--- config.mk ---
export PLATFORM = sky130hd
export DESIGN_NAME = bram_writer
export DESIGN_NICKNAME = d
export VERILOG_FILES = /design/src/rtl/bram_writer.sv
export SDC_FILE = /design/constraint.sdc
export NUM_CORES = 1
export LEC_CHECK = 0
export CAP_MARGIN = 20
export CELL_PAD_IN_SITES_DETAIL_PLACEMENT = 0
export CELL_PAD_IN_SITES_GLOBAL_PLACEMENT = 1
export CORE_ASPECT_RATIO = 1.5
export CORE_MARGIN = 1.5
export CORE_UTILIZATION = 43
export DETAILED_ROUTE_END_ITERATION = 8
export GPL_TIMING_DRIVEN = 0
export HOLD_SLACK_MARGIN = 0.15
export PLACE_DENSITY_LB_ADDON = 0.1
export SETUP_SLACK_MARGIN = 0.5
export SYNTH_ARGS = -nofsm -noshare
export SYNTH_HDL_FRONTEND = slang
export SYNTH_SLANG_ARGS = --single-unit
--- constraint.sdc ---
create_clock -name clk -period 2.79 [get_ports clk]
set_input_delay 0.4185 -clock clk [delete_from_list [all_inputs] [get_ports clk]]
set_output_delay 0.4185 -clock clk [all_outputs]
set_load 0.02 [all_outputs]
--- src/rtl/bram_writer.sv ---
// Button/fill driven BRAM port-A writer: debounced push-buttons write a switch word to
// addresses 0..3, and fill_start writes address pattern 0..DEPTH-1 back-to-back.
module bram_writer #(
  parameter int ADDR_W          = 4,
  parameter int DATA_W          = 4,
  parameter int DEPTH           = 16,
  parameter int DEBOUNCE_CYCLES = 1_000_000
) (
  input  logic              clk,
  input  logic              rst_n,
  input  logic [3:0]        btn,
  input  logic [DATA_W-1:0] data_in,
  input  logic              fill_start,
  output logic              bram_en,
  output logic              bram_we,
  output logic [ADDR_W-1:0] bram_addr,
  output logic [DATA_W-1:0] bram_din,
  output logic              busy,
  output logic              done,
  output logic [7:0]        wr_count
);

  localparam int CNT_W = (DEBOUNCE_CYCLES < 2) ? 1 : $clog2(DEBOUNCE_CYCLES);
  localparam logic [CNT_W-1:0]  CNT_MAX   = CNT_W'(DEBOUNCE_CYCLES - 1);
  localparam logic [ADDR_W-1:0] LAST_ADDR = ADDR_W'(DEPTH - 1);

  typedef enum logic [1:0] {IDLE, WRITE, FILL, DONE} state_t;

  state_t            state, state_n;
  logic [1:0]        rst_sync;
  logic              run;
  logic [3:0]        sync1, sync2, deb, deb_d, press;
  logic [CNT_W-1:0]  cnt [4];
  logic [1:0]        press_idx;
  logic              single_press;
  logic              en_n, we_n, busy_n, done_n;
  logic [ADDR_W-1:0] addr_n;
  logic [DATA_W-1:0] din_n;

  // Reset release is retimed; run only rises after reset, so "hold while !run" equals "hold reset values".
  always_ff @(posedge clk or negedge rst_n) begin
    if (!rst_n) rst_sync <= '0;
    else        rst_sync <= {rst_sync[0], 1'b1};
  end

  always_comb run = rst_sync[1];

  always_ff @(posedge clk or negedge rst_n) begin
    if (!rst_n) begin
      sync1 <= '0;
      sync2 <= '0;
      deb   <= '0;
      deb_d <= '0;
      for (int unsigned i = 0; i < 4; i++) cnt[i] <= '0;
    end else if (run) begin
      sync1 <= btn;
      sync2 <= sync1;
      deb_d <= deb;
      for (int unsigned i = 0; i < 4; i++) begin
        if (sync2[i] == deb[i]) begin
          cnt[i] <= '0;
        end else if (cnt[i] == CNT_MAX) begin
          cnt[i] <= '0;
          deb[i] <= sync2[i];
        end else begin
          cnt[i] <= cnt[i] + 1'b1;
        end
      end
    end
  end

  always_comb begin
    press     = deb & ~deb_d;
    press_idx = '0;
    for (int unsigned i = 0; i < 4; i++) begin
      if (press[i]) press_idx = 2'(i);
    end
    single_press = ($countones(press) == 1);
  end

  // Next-state logic also produces next-cycle output values so every output is a flop.
  always_comb begin
    state_n = state;
    en_n    = 1'b0;
    we_n    = 1'b0;
    busy_n  = 1'b0;
    done_n  = 1'b0;
    addr_n  = bram_addr;
    din_n   = bram_din;
    unique case (state)
      IDLE: begin
        if (fill_start) begin
          state_n = FILL;
          en_n    = 1'b1;
          we_n    = 1'b1;
          busy_n  = 1'b1;
          addr_n  = '0;
          din_n   = '0;
        end else if (single_press) begin
          state_n = WRITE;
          en_n    = 1'b1;
          we_n    = 1'b1;
          addr_n  = ADDR_W'(press_idx);
          din_n   = data_in;
        end
      end
      WRITE: state_n = IDLE;
      FILL: begin
        if (bram_addr == LAST_ADDR) begin
          state_n = DONE;
          done_n  = 1'b1;
        end else begin
          en_n   = 1'b1;
          we_n   = 1'b1;
          busy_n = 1'b1;
          addr_n = bram_addr + 1'b1;
          din_n  = DATA_W'(addr_n);
        end
      end
      DONE: state_n = IDLE;
    endcase
  end

  always_ff @(posedge clk or negedge rst_n) begin
    if (!rst_n) begin
      state     <= IDLE;
      bram_en   <= 1'b0;
      bram_we   <= 1'b0;
      bram_addr <= '0;
      bram_din  <= '0;
      busy      <= 1'b0;
      done      <= 1'b0;
      wr_count  <= '0;
    end else if (run) begin
      state     <= state_n;
      bram_en   <= en_n;
      bram_we   <= we_n;
      bram_addr <= addr_n;
      bram_din  <= din_n;
      busy      <= busy_n;
      done      <= done_n;
      if (we_n && wr_count != 8'd255) wr_count <= wr_count + 1'b1;
    end
  end

endmodule

Yosys cells after proc, flatten, opt, wreduce, memory -nomap -nowiden
Index checks and enable logic that the tools add are counted.

Bitwise gates (word level): 6. Equal/unequal tests: 17. Reductions and logical operators: 11. Muxes and demuxes: 30. Add/subtract/negate cells: 9.

Operators with widths (count): $mux W20 (8); $add A20 B1 Y20 const B (4); $eq A20 B20 Y1 const B (4); $mux W4 (5); $pmux W4 S2 (2); $reduce_and A3 Y1 (5); $mux W2 (5); $add A8 B1 Y8 const B (1); $ne A8 B8 Y1 const B (1); $mux W1 (7); $pmux W2 S3 (1); $add A1 B1 Y2 (2); $add A4 B1 Y4 const B (1); $and A4 B4 Y4 (1); $eq A1 B1 Y1 (4); $eq A2 B2 Y1 const B (2); $eq A4 B4 Y1 const B (1); $ne A2 B2 Y1 const B (2); $not A1 Y1 (4); $not A4 Y4 (1); $pmux W1 S2 (2); $reduce_and A4 Y1 (1); $add A2 B2 Y3 (1); $eq A3 B1 Y1 const B (1); other kinds (7) (7).

Input bits: 11. Output and inout bits: 20. Register bits after elaboration: 119.

Depth between registers and ports, before layout
Depth in word-level cells: 10. Gate-level depth with buffers: 9.

Least setup slack after synthesis
OpenSTA, ideal clock, no wires.

Path kind: register -> register. From: register deb[3]. To: register wr_count[1]. Data required time: 2.665 ns. Period minus slack after synthesis: 3.027 ns. Buffers on the path: 0. Arrival: 2.903 ns. Setup slack: -0.237 ns. Cell stages (with the launch flop): 9. Library setup time: 0.125 ns. Cell sequence: dfrtp_1 -> nor2b_1 -> fa_1 -> ha_1 -> ha_1 -> nor3b_1 -> o311ai_1 -> a31o_2 -> mux2_2.

Longest elaborated chain between the ends: 9.

Ends and longest elaborated chain: start, declared (RTL line 32) `logic [3:0] sync1, sync2, deb, deb_d, press;`; start signal, assigned by index (RTL line 64) `deb[i] <= sync2[i];`; $and A4 B4 Y4 (RTL line 73) `press = deb & ~deb_d;`; $add A1 B1 Y2 (implied by the code) (RTL line 78) `single_press = ($countones(press) == 1);`; $add A2 B2 Y3 (implied by the code) (RTL line 78); $eq A3 B1 Y1 (RTL line 78); $mux W1 (RTL line 99) `end else if (single_press) begin`; $mux W1 (RTL line 92) `if (fill_start) begin`; $pmux W1 S2 (RTL line 90) `unique case (state)`; $logic_and A1 B1 Y1 (RTL line 142) `if (we_n && wr_count != 8'd255) wr_count <= wr_count + 1'b1;`; $reduce_and A2 Y1 (no source line); end signal, assigned (RTL line 142); end, declared (RTL line 20) `output logic [7:0] wr_count`.

Every way passes these cells. A chain may end at the register's enable or synchronous reset.

Final worst setup path
Ends and elaborated chain as after synthesis.

==> results.yml <==
synthesis:
  syn_area_per_cell_um2: 9.44
  synth-seq-cells: 119
  syn_inst: 658
  yosysWarnings: 0
  async_flop_share_pct: 100
  yosysSeqAreaShare_pct: 47.9
  yosysTopAreaCell: "dfrtp_1"
  synthFlopType: "dfrtp_1"
  synth.cell_area_um2: 6210
  synth_area_leaders: "dfrtp_1 (48%), o21ai_0 (4.1%), nand3_1 (3.9%), mux2_2 (3.4%), nand2_1 (3.3%)"
  synth_nets: 678
  synth_top_area_share_pct: 47.9
  synth_edf_count: 0
  synth_cell_types: 58
die:
  coreArea_um2: 14100
  io_pins: 31
  std_cell_rows: 53
  dieArea_um2: 15200
  start_util_pct: 44.2
  fp.dieH_um: 150
  fp.dieW_um: 101
critical_path:
  start_kind: "flop"
  path_delay_family: "adder cells"
  worstPathRequired_ns: 3.09
  crit_arrival_ns: 2.86
  worstPathCellList: "nor2b_4 > fa_1 > ha_2 > ha_4 > nor3b_4 > o311ai_4 > a31o_4 > mux2_4"
  crit_type: "flop to flop"
  critical-path-max-stage-delay_ns: 0.54
  critical_path.slowest_cell: "fa_1"
  critPathMaxFanout: 7
  end_kind: "flop"
  crit_buf_inv: 0
outcome:
  status: "finished, final reports clean"
routing:
  vias_per_cell: 5.67
  drcViolationCount: 0
  routed_wirelength_um: 15900
  drtIter0Drc: 225
  vias: 5349
  detail_route.first_pass.iterations: 4
  ant_nets: 0
  routedWlPerCell_um: 16.9
power:
  p_int_w: 0.00393
  combPwrFrac_pct: 21.7
  p_seq_share_pct: 37.8
  power_density_nw_per_um2: 684
  p_clk_share_pct: 40.6
  leakage_nw: 3.33
  p_sw_share_pct: 28.8
  p_switching_w: 0.00159
  ir_drop_mv: 0.338
placement:
  placed_area_um2: 6860
  port-buffer-count: 30
  hpwl_um: 10300
  gp_congestion: 0.832
clock_network:
  max-clock-path-buffers: 2
  clkSinkCount: 119
  root_buffer: "clkbuf_16"
  cts_max_level: 4
  clk_latency_ns: 0.42
  numCtsBuffers: 17
  clk_pin_slew_ns: 0.05
  cts_tree: "done"
cells_and_area:
  fillers: 1297
  final_cell_area_um2: 8070
  syn_to_final_growth_pct: 29.9
  drive_gt1_share_pct: 20.9
  antenna_cells: 0
  nets: 759
sta:
  post-route-period-util_pct: 91.7
  finalSetupViolCount: 0
  tightestPinTransition_ns: 0.805
  fmax_ghz: 0.391
  maxSlewHeadroom_pct: 46.3
  final_max_slew_viol_count: 0
  final.setup.tns_ns: 0
  clock_skew_ns: 0.00641
  hold_viol_final: 0
  fin_crit_ns: 2.56
  rsz0062_at_grt: "true"
global_routing:
  gr-usage-all-layers_pct: 22.5
  grt_max_degree: 65
  grt-ovfl-total: 0
  first_global_vias: 5408
  antenna_found_initial: 0
  grt_first_pass_wirelength_um: 26600
min_path:
  hold_path.class: "flop to flop"
job:
  maxCapViolCount: 0
[layer usage]
metal / routed length [um] / vias up / global-route usage [%]
met1: 6680 / 2685 / 26.4
met4: 258 / 0 / 8.82
li1: - / 2578 / -
met3: 371 / 21 / 4.36
met2: 8610 / 65 / 39.9
met5: 0 / - / 0
[synthesized netlist by cell type, drive strengths merged (8+ instances only)]
| cell | instances |
|---|---|
| dfrtp | 119 |
| nand2 | 54 |
| o21ai | 53 |
| nand3 | 48 |
| nor2 | 44 |
| a21oi | 29 |
| inv | 25 |
| nand4 | 25 |
| clkbuf | 22 |
| mux2 | 19 |
| nor3 | 16 |
| nand2b | 15 |
| or3 | 15 |
| xnor2 | 14 |
| a31oi | 13 |
| and3 | 13 |
| nor4 | 13 |
| o2bb2ai | 12 |
| o311ai | 11 |
| mux2i | 9 |
| xor2 | 9 |
| ha | 8 |
| nor2b | 8 |
[power groups by stage]
stage / Sequential [W] / Combinational (W) / Clock [W]
after floorplan: 0.00220 / 0.000480 / 0
after CTS: 0.00208 / 0.00115 / 0.00229
after global routing: 0.00212 / 0.00131 / 0.00236
after global placement: 0.00210 / 0.000996 / 0
after detailed placement: 0.00211 / 0.00102 / 0
final: 0.00209 / 0.00120 / 0.00224
[sequential cells by signal, indices dropped and copies added (netlist names)]
register / count
deb_d: 4
bram_we: 1
bram_addr: 4
cnt: 80
state: 2
rst_sync: 2
sync2: 4
bram_din: 4
busy: 1
sync1: 4
deb: 4
done: 1
wr_count: 8
[path summary, 6_finish.rpt]
| check | cells past startpoint | slack, ns | start | endpoint |
|---|---|---|---|---|
| max | 8 | 0.23 | deb[3] | wr_count[1] |
| min | 0 | 0.36 | rst_sync[0] | rst_sync[1] |
| max reg2reg | 8 | 0.23 | deb[3] | wr_count[1] |
| min reg2reg | 0 | 0.36 | rst_sync[0] | rst_sync[1] |
| max in group asynchronous | 3 | 1.51 | rst_n | cnt[12] |
| min in group asynchronous | 2 | 0.55 | rst_n | cnt[48] |
[layout by cell type, fill, tap and decap left out, drive strengths merged, types with 8 or more instances in the layout]
master	Yosys	final
a21oi	29	29
a31oi	13	13
and3	13	13
buf	6	38
clkbuf	22	45
clkdlybuf4s50	0	29
dfrtp	119	119
ha	8	8
inv	25	25
mux2	19	19
mux2i	9	9
nand2	54	54
nand2b	15	15
nand3	48	48
nand4	25	25
nor2	44	44
nor2b	8	8
nor3	16	16
nor4	13	13
o21ai	53	53
o2bb2ai	12	12
o311ai	11	11
or3	15	15
xnor2	14	14
xor2	9	9
[what timing repair did]
item                                    4_1_cts  5_1_grt
buffers inserted                             22        5
cloned                                        2        1
endpoints found under the setup margin       81       73
gates resized for setup                      56       60
endpoints found under the hold margin        55        0
hold buffers                                  1        0
pin swaps                                    23       16
[stage by stage]
step                      total power [W]  hold slack, ns  cells  setup slack, ns  util [%]
final                             0.00552           0.361    943            0.231      57.4
after global routing              0.00579           0.363    943           0.0955      57.4
after CTS                         0.00551           0.365    937            0.211      55.9
after detailed placement          0.00313           0.343    881          -0.0506      48.8
after global placement            0.00309           0.331    880            -3.55      48.6
after floorplan                   0.00268           0.123    658            0.246         -
[worst register-to-register path, delay by kind of cell (launching register included)]
family / cells / cell delay, ns
adders and majority gates: 3 / 0.93
AOI/OAI and AO/OA: 2 / 0.46
DFF: 1 / 0.38
and+or+nand+nor: 2 / 0.38
muxes: 1 / 0.30
[logic make-up (layout without fill, tap and decap cells)]
family                     count (synthesis)  count (layout)  synth area share (%)
DFF                                      119             119                  47.9
other                                      1               1                0.0603
AOI/OAI and AO/OA                        149             149                  15.2
and+or+nand+nor                          276             276                  23.4
muxes                                     28              28                  4.89
buffers and inverters                     53             146                  3.42
xor gates and xnor gates                  23              23                  3.24
adders and majority gates                  9               9                  1.93
[area by class of cell]
class,instances,area (um2),area share [%]
Multi-Input combinational cell,486,3370,41.7
Sequential cell,119,2990,37.0
Timing Repair Buffer,62,619,7.67
Clock buffer,23,478,5.92
Tap cell,192,240,2.98
Buffer,28,166,2.06
Clock inverter,8,121,1.50
Inverter,25,93.8,1.16
(Power assumes the default switching activity.)
